**src/rtl/raster_pixel_streamer.sv**
```systemverilog
// Raster-ordered pixel source: pulls pixels over valid/ready, tags position and frame markers.
// Optional FRAME_COUNT_EN adds a 16-bit count of completed (non-aborted) frames.
module raster_pixel_streamer #(
  parameter int image_width   = 320,
  parameter int image_height  = 240,
  parameter int data_width    = 8,
  parameter int hblank_cycles = 4
) (
  input  logic                              clock,
  input  logic                              reset,
  input  logic                              start,
  input  logic                              abort,
  input  logic [data_width-1:0]             in_data,
  input  logic                              in_valid,
  output logic                              in_ready,
  output logic [data_width-1:0]             pixel_out,
  output logic                              pixel_enable,
  output logic [$clog2(image_width)-1:0]    col,
  output logic [$clog2(image_height)-1:0]   row,
  output logic                              sof,
  output logic                              eol,
  output logic                              eof,
  output logic                              busy,
  output logic                              underrun
`ifdef FRAME_COUNT_EN
  ,
  output logic [15:0]                       frame_count
`endif
);

  localparam int CW = $clog2(image_width);
  localparam int RW = $clog2(image_height);
  localparam int BW = (hblank_cycles > 1) ? $clog2(hblank_cycles) : 1;

  typedef enum logic [1:0] {IDLE, ACTIVE, HBLANK} state_t;

  state_t          state, next_state;
  logic [CW-1:0]   col_cnt;
  logic [RW-1:0]   row_cnt;
  logic [BW-1:0]   blank_cnt;
  logic            accept, last_col, last_row, blank_done, start_frame;

  assign in_ready    = (state == ACTIVE);
  assign accept      = in_ready && in_valid && !abort;
  assign last_col    = (col_cnt == CW'(image_width - 1));
  assign last_row    = (row_cnt == RW'(image_height - 1));
  assign blank_done  = (blank_cnt == BW'(hblank_cycles - 1));
  // eof is registered while the state is already IDLE, so it keeps busy high and masks start
  assign start_frame = (state == IDLE) && start && !abort && !eof;
  assign busy        = (state != IDLE) || eof;

  always_ff @(posedge clock or posedge reset) begin
    if (reset) state <= IDLE;
    else       state <= next_state;
  end

  always_comb begin
    next_state = state;
    case (state)
      IDLE: begin
        if (start_frame) next_state = ACTIVE;
      end
      ACTIVE: begin
        if (abort) begin
          next_state = IDLE;
        end else if (accept && last_col) begin
          if (last_row)                next_state = IDLE;
          else if (hblank_cycles == 0) next_state = ACTIVE;
          else                         next_state = HBLANK;
        end
      end
      HBLANK: begin
        if (abort)           next_state = IDLE;
        else if (blank_done) next_state = ACTIVE;
      end
      default: next_state = IDLE;
    endcase
  end

  // col_cnt/row_cnt point at the next pixel to accept; col/row report the emitted one
  always_ff @(posedge clock or posedge reset) begin
    if (reset) begin
      pixel_out    <= '0;
      pixel_enable <= 1'b0;
      col          <= '0;
      row          <= '0;
      sof          <= 1'b0;
      eol          <= 1'b0;
      eof          <= 1'b0;
      underrun     <= 1'b0;
      col_cnt      <= '0;
      row_cnt      <= '0;
      blank_cnt    <= '0;
    end else begin
      pixel_enable <= 1'b0;
      sof          <= 1'b0;
      eol          <= 1'b0;
      eof          <= 1'b0;
      if (start_frame) begin
        col_cnt  <= '0;
        row_cnt  <= '0;
        underrun <= 1'b0;
      end
      if (state == ACTIVE && !in_valid) underrun <= 1'b1;
      if (accept) begin
        pixel_out    <= in_data;
        pixel_enable <= 1'b1;
        col          <= col_cnt;
        row          <= row_cnt;
        sof          <= (col_cnt == '0) && (row_cnt == '0);
        eol          <= last_col;
        eof          <= last_col && last_row;
        if (last_col) begin
          col_cnt <= '0;
          if (!last_row) row_cnt <= row_cnt + RW'(1);
        end else begin
          col_cnt <= col_cnt + CW'(1);
        end
      end
      if (state != HBLANK)  blank_cnt <= '0;
      else if (!blank_done) blank_cnt <= blank_cnt + BW'(1);
    end
  end

`ifdef FRAME_COUNT_EN
  always_ff @(posedge clock or posedge reset) begin
    if (reset)    frame_count <= '0;
    else if (eof) frame_count <= frame_count + 16'd1;
  end
`endif

endmodule

```
**config.mk**
```make
export PLATFORM = sky130hd
export DESIGN_NAME = raster_pixel_streamer
export DESIGN_NICKNAME = d
export VERILOG_FILES = /design/src/rtl/raster_pixel_streamer.sv
export SDC_FILE = /design/constraint.sdc
export NUM_CORES = 1
export LEC_CHECK = 0
export ABC_AREA = 1
export CAP_MARGIN = 20
export CORE_UTILIZATION = 41
export DETAILED_ROUTE_END_ITERATION = 6
export GPL_ROUTABILITY_DRIVEN = 0
export GPL_TIMING_DRIVEN = 0
export PLACE_DENSITY = 0.68
export SETUP_SLACK_MARGIN = 0.4
export SYNTH_ARGS = -nofsm -noshare
export SYNTH_HDL_FRONTEND = slang
export SYNTH_SLANG_ARGS = --single-unit
```
**constraint.sdc**
```tcl
create_clock -name clock -period 3.25 [get_ports clock]
set_clock_uncertainty 0.1 [all_clocks]
set_input_delay 0.325 -clock clock [delete_from_list [all_inputs] [get_ports clock]]
set_output_delay 0.325 -clock clock [all_outputs]
set_load 0.01 [all_outputs]
```
After elaboration in Yosys (flattened, before gate mapping) --
Cells that the tools add are included.
Word-level totals: register bits 51, input port bits 13, output and inout port bits 32, logic and storage cells 67
Cells by class: add/sub/neg operators 3, eq/ne operators 10, mux-type cells 22, reductions and logical operators 20
Operator list (number):
- two-way mux 8 bit | 4
- two-way mux 9 bit | 3
- two-way mux 2 bit | 8
- adder 9 x 1 -> 9 bit, second input constant | 1
- equality test 9 bit, second input constant | 1
- logical AND 1 bit | 9
- logical NOT 9 bit | 1
- adder 8 x 1 -> 8 bit, second input constant | 1
- equality test 8 bit, second input constant | 1
- logical NOT 8 bit | 1
- two-way mux 1 bit | 6
- one-hot mux 2 bit (3 select lines) | 1
- nonzero test 2 bit | 3
- equality test 2 bit, second input constant | 2
- != test 2 bit, second input constant | 2
- logical NOT 1 bit | 3
- != test 3 x 2 -> 1 bit, second input constant | 1
- != test 3 bit, second input constant | 1
- AND reduction 3 bit | 1
- adder 2 x 1 -> 2 bit, second input constant | 1
- equality test 2 x 1 -> 1 bit, second input constant | 1
- logical NOT 2 bit | 1
- != test 2 x 1 -> 1 bit, second input constant | 1
- logical OR 1 bit | 1

Longest topological paths before layout --
depth after elaboration 8, gate-level depth with buffers 8

Worst setup path after synthesis --
No wires, ideal clock.
kind reg2reg, start point register row_cnt[0], end point register row_cnt[6], arrival time 1.221 ns, setup slack 1.811 ns, cell stages (with the launch flop) 9, clock period less this slack 1.439 ns, path through dfrtp_1 ha_1 nand2_1 nor2_1 nand3_1 nand3_4 clkinv_4 nand2_1 nand2_1
On the way: word-level cells in the longest chain between the ends 4, elaborated cells on any way between the ends 5
RTL lines:
- start: declaration | line 39 | logic [RW-1:0] row_cnt;
- start signal: assignment | line 115 | if (!last_row) row_cnt <= row_cnt + RW'(1);
- adder 8 x 1 -> 8 bit / equality test 8 bit (equally long branches) | line 115, 46
- two-way mux 8 bit * | line 115
- two-way mux 8 bit * | line 113 | if (last_col) begin
- two-way mux 8 bit * | line 105 | if (accept) begin
Mark *: on every way between the ends. The rest lies on a longest branch, timed or not. A chain may end at the register's enable or synchronous reset.

Worst setup path in the final report --
start point register state[0], end point output port in_ready
On the way: word-level cells in the longest chain between the ends 1
RTL lines:
- start: declaration | line 37 | state_t state, next_state;
- start signal: assignment | line 54 | else state <= next_state;
- equality test 2 x 1 -> 1 bit | line 43 | assign in_ready = (state == ACTIVE);
- end: declaration | line 15 | output logic in_ready,
Every way passes these cells.

==> impl_metrics.tcl <==
set metrics [dict create \
    cts_root_buf "clkbuf_8" \
    setup_viol 0 \
    grtUsageTotal_pct 18.31 \
    hold_viol 0 \
    postSynthCellCount 273 \
    fp.dieArea_mm2 0.006150 \
    path_cells "inv_1, nor2_1, clkdlybuf4s50_1" \
    netlist-cell-type-count 27 \
    power.leakage_nw 1.510 \
    start_util_pct 42.96 \
    ys_seq_area_share_pct 53.29 \
    crit_path_end "in_ready" \
    postRouteWirelength_um 4928 \
    period_needed_ns 1.984 \
    r2r_slack_ns 1.52 \
    vias 1908 \
    path_depth 3 \
    final_nets 343 \
    critPathMaxFanout 5 \
    slew_headroom_pct 68.84 \
    dp_hpwl_um 3635 \
    dp.cells 390 \
    max_stage_delay_ns 0.57 \
    cts_buffer_depth 2 \
    r2r-start "col_cnt[0]$_DFFE_PP0P_" \
    ys_seq_elements 51 \
    drive_gt1_share_pct 9.202 \
    hold_ws_ns 0.2460 \
    cp.required_ns 2.82 \
    arrival_ns 1.56 \
    reg2reg_depth 7 \
    tns_ns 0 \
    p_per_area_mw_per_mm2 674.2 \
    path_class "flip-flop to output pin" \
    clk_pin_slew_ns 0.09 \
    cp.buffers_inverters 2 \
    grt_max_degree 32 \
    cts_hold_buf 0 \
    cts_tree "done" \
    cts_sinks 51 \
    die_y_um 78.43 \
    status "finished, final reports clean" \
    cts-buffers-inserted 5 \
    power_w 0.002075 \
    fmax_mhz 504.1 \
    synth-edff-count 0 \
    area_growth_pct 28.53 \
    setup_ws_ns 1.266 \
    cp_top_family "buffers and inverters" \
    cp-end-kind "output pin" \
    die_w_um 78.43 \
    postCtsSetupBuffers 0 \
    drc_errors 0 \
    antenna_found_initial 0 \
    synth-async-reset-ratio_pct 100.0 \
    slowest_stage "clkdlybuf4s50_1" \
    cp-startpoint "state[0]$_DFFE_PP0P_" \
    diodes 0 \
    syn-num-nets 291 \
    clk_latency_ns 0.30 \
    max_slew.worst_pin.slew_ns 0.4667 \
    ys_warn_count 0 \
    rsz0062_at_grt "false" \
    wire_per_inst_um 12.38 \
    vias_per_cell 4.794 \
    place_ws_ns 1.325 \
    drtIter0Drc 112 \
    syn_area_per_cell_um2 8.772 \
    synth_area_mm2 0.002395 \
    rows 27 \
    core_mm2 0.005574 \
    maxCapViolations 0 \
    grt_pass1_vias 1846 \
    maxSlewViolCount 0 \
    fin_crit_sh_pct 61.04 \
    grt-ovfl-total 0 \
    timing.rr.end "row_cnt[5]$_DFF_PP0_" \
    hold_path.class "input port to async pin" \
    cp-start-kind "flip-flop" \
    firstDrtPassIters 5 \
    io_pins 45 \
    post_cts_resized 0 \
    grt_pass1_wl_um 8707 \
    htreeDepth 2 \
    ys.flop_type "dfrtp_1" \
    ir_drop_uv 320.3 \
    drt.antenna.violating_nets 0 \
    fin_cells 398 \
    port_buffers 44 \
]
worst min-delay path by stage:
stage,from,endpoint,slack [ns],cells past startpoint
after global placement,pixel_out[7]$_DFFE_PP0P_,pixel_out[7]$_DFFE_PP0P_,0.35,2
after floorplan,in_valid,underrun$_DFFE_PP0P_,0.32,1
after global routing,reset,pixel_out[1]$_DFFE_PP0P_,0.29,2
final,reset,pixel_out[1]$_DFFE_PP0P_,0.25,2
after CTS,reset,pixel_out[1]$_DFFE_PP0P_,0.25,2
after detailed placement,pixel_out[3]$_DFFE_PP0P_,pixel_out[3]$_DFFE_PP0P_,0.36,2
cells by family after synthesis:
kind of cell	Yosys count	share of synthesized area [%]
simple gates	140	26.65
flops	51	53.29
buf+inv	38	7.262
compound gates	30	6.897
xor+xnor	9	3.292
fa+ha+maj	5	2.612
worst register-to-register path, cell delays in order (launching register included):
cell and delay (ns):
dfrtp_1 0.40, ha_1 0.24, inv_1 0.08, nor3_1 0.31, nand3_2 0.25, nand2_1 0.11
nand2_1 0.05, nor2_1 0.10
report_power, final:
part	internal [W]	switching, W
registers	0.000787	0.0000926
logic	0.000371	0.000317
clock network	0.000308	0.000199
total	0.00147	0.000609
placed cells by master, fill, tap and decap left out, types with 3 or more instances in the layout:
cell type and count:
nand4_1 4, inv_2 3, clkbuf_8 5, ha_1 5, o21ai_1 16, nand3_1 19
nor2_1 19, inv_1 28, dfrtp_1 51, nand2_2 4, buf_2 3, clkdlybuf4s50_1 44
xor2_1 8, nand2_1 81, nor3_1 5, o21ai_0 9, buf_6 3
metrics by stage:
step | cell area (µm²) | utilization (%)
3_5_place_dp | 2945 | 52.84
6_report | 3078 | 55.22
3_3_place_gp | 2925 | 52.48
4_1_cts | 3078 | 55.22
2_1_floorplan | 2395 | -
5_1_grt | 3078 | 55.22
per-layer routing:
metal / wire [µm] / track usage [%]
met3: 150 / 3.605
met5: 0 / 0
met1: 2411 / 25.09
met4: 119 / 7.778
met2: 2247 / 28.25
synth_stat cells (2+ instances only):
| library cell | number | area share (%) |
|---|---|---|
| nor3_1 | 5 | 1.0 |
| ha_1 | 5 | 2.6 |
| nand4_1 | 4 | 1.0 |
| dfrtp_1 | 51 | 53 |
| nand3_1 | 19 | 4.0 |
| nor2_4 | 2 | 0.94 |
| nand3_2 | 2 | 0.84 |
| nor2_1 | 19 | 3.0 |
| nand2_2 | 4 | 1.0 |
| inv_2 | 2 | 0.31 |
| buf_6 | 3 | 1.4 |
| nand2_1 | 81 | 13 |
| xor2_1 | 8 | 2.9 |
| o21ai_1 | 16 | 3.3 |
| o22ai_1 | 2 | 0.52 |
| inv_1 | 29 | 4.5 |
| buf_2 | 3 | 0.63 |
| o21ai_0 | 9 | 1.9 |
area by class of cell:
class / count / area [µm²]
fill: 527 / 2496
clock buffer: 6 / 72.57
inverter: 32 / 125.1
buffer: 6 / 48.80
sequential: 51 / 1276
multi-input combinational: 184 / 944.7
timing repair buffer: 45 / 460.4
tap: 72 / 90.09
clock inverter: 2 / 60.06
state kept, by name (all words and copies together) (netlist names), 2 cells and up:
name       cells
col            9
col_cnt        9
pixel_out      8
row            8
row_cnt        8
blank_cnt      2
state          2
No activity file was read; power rests on OpenSTA's default activity.
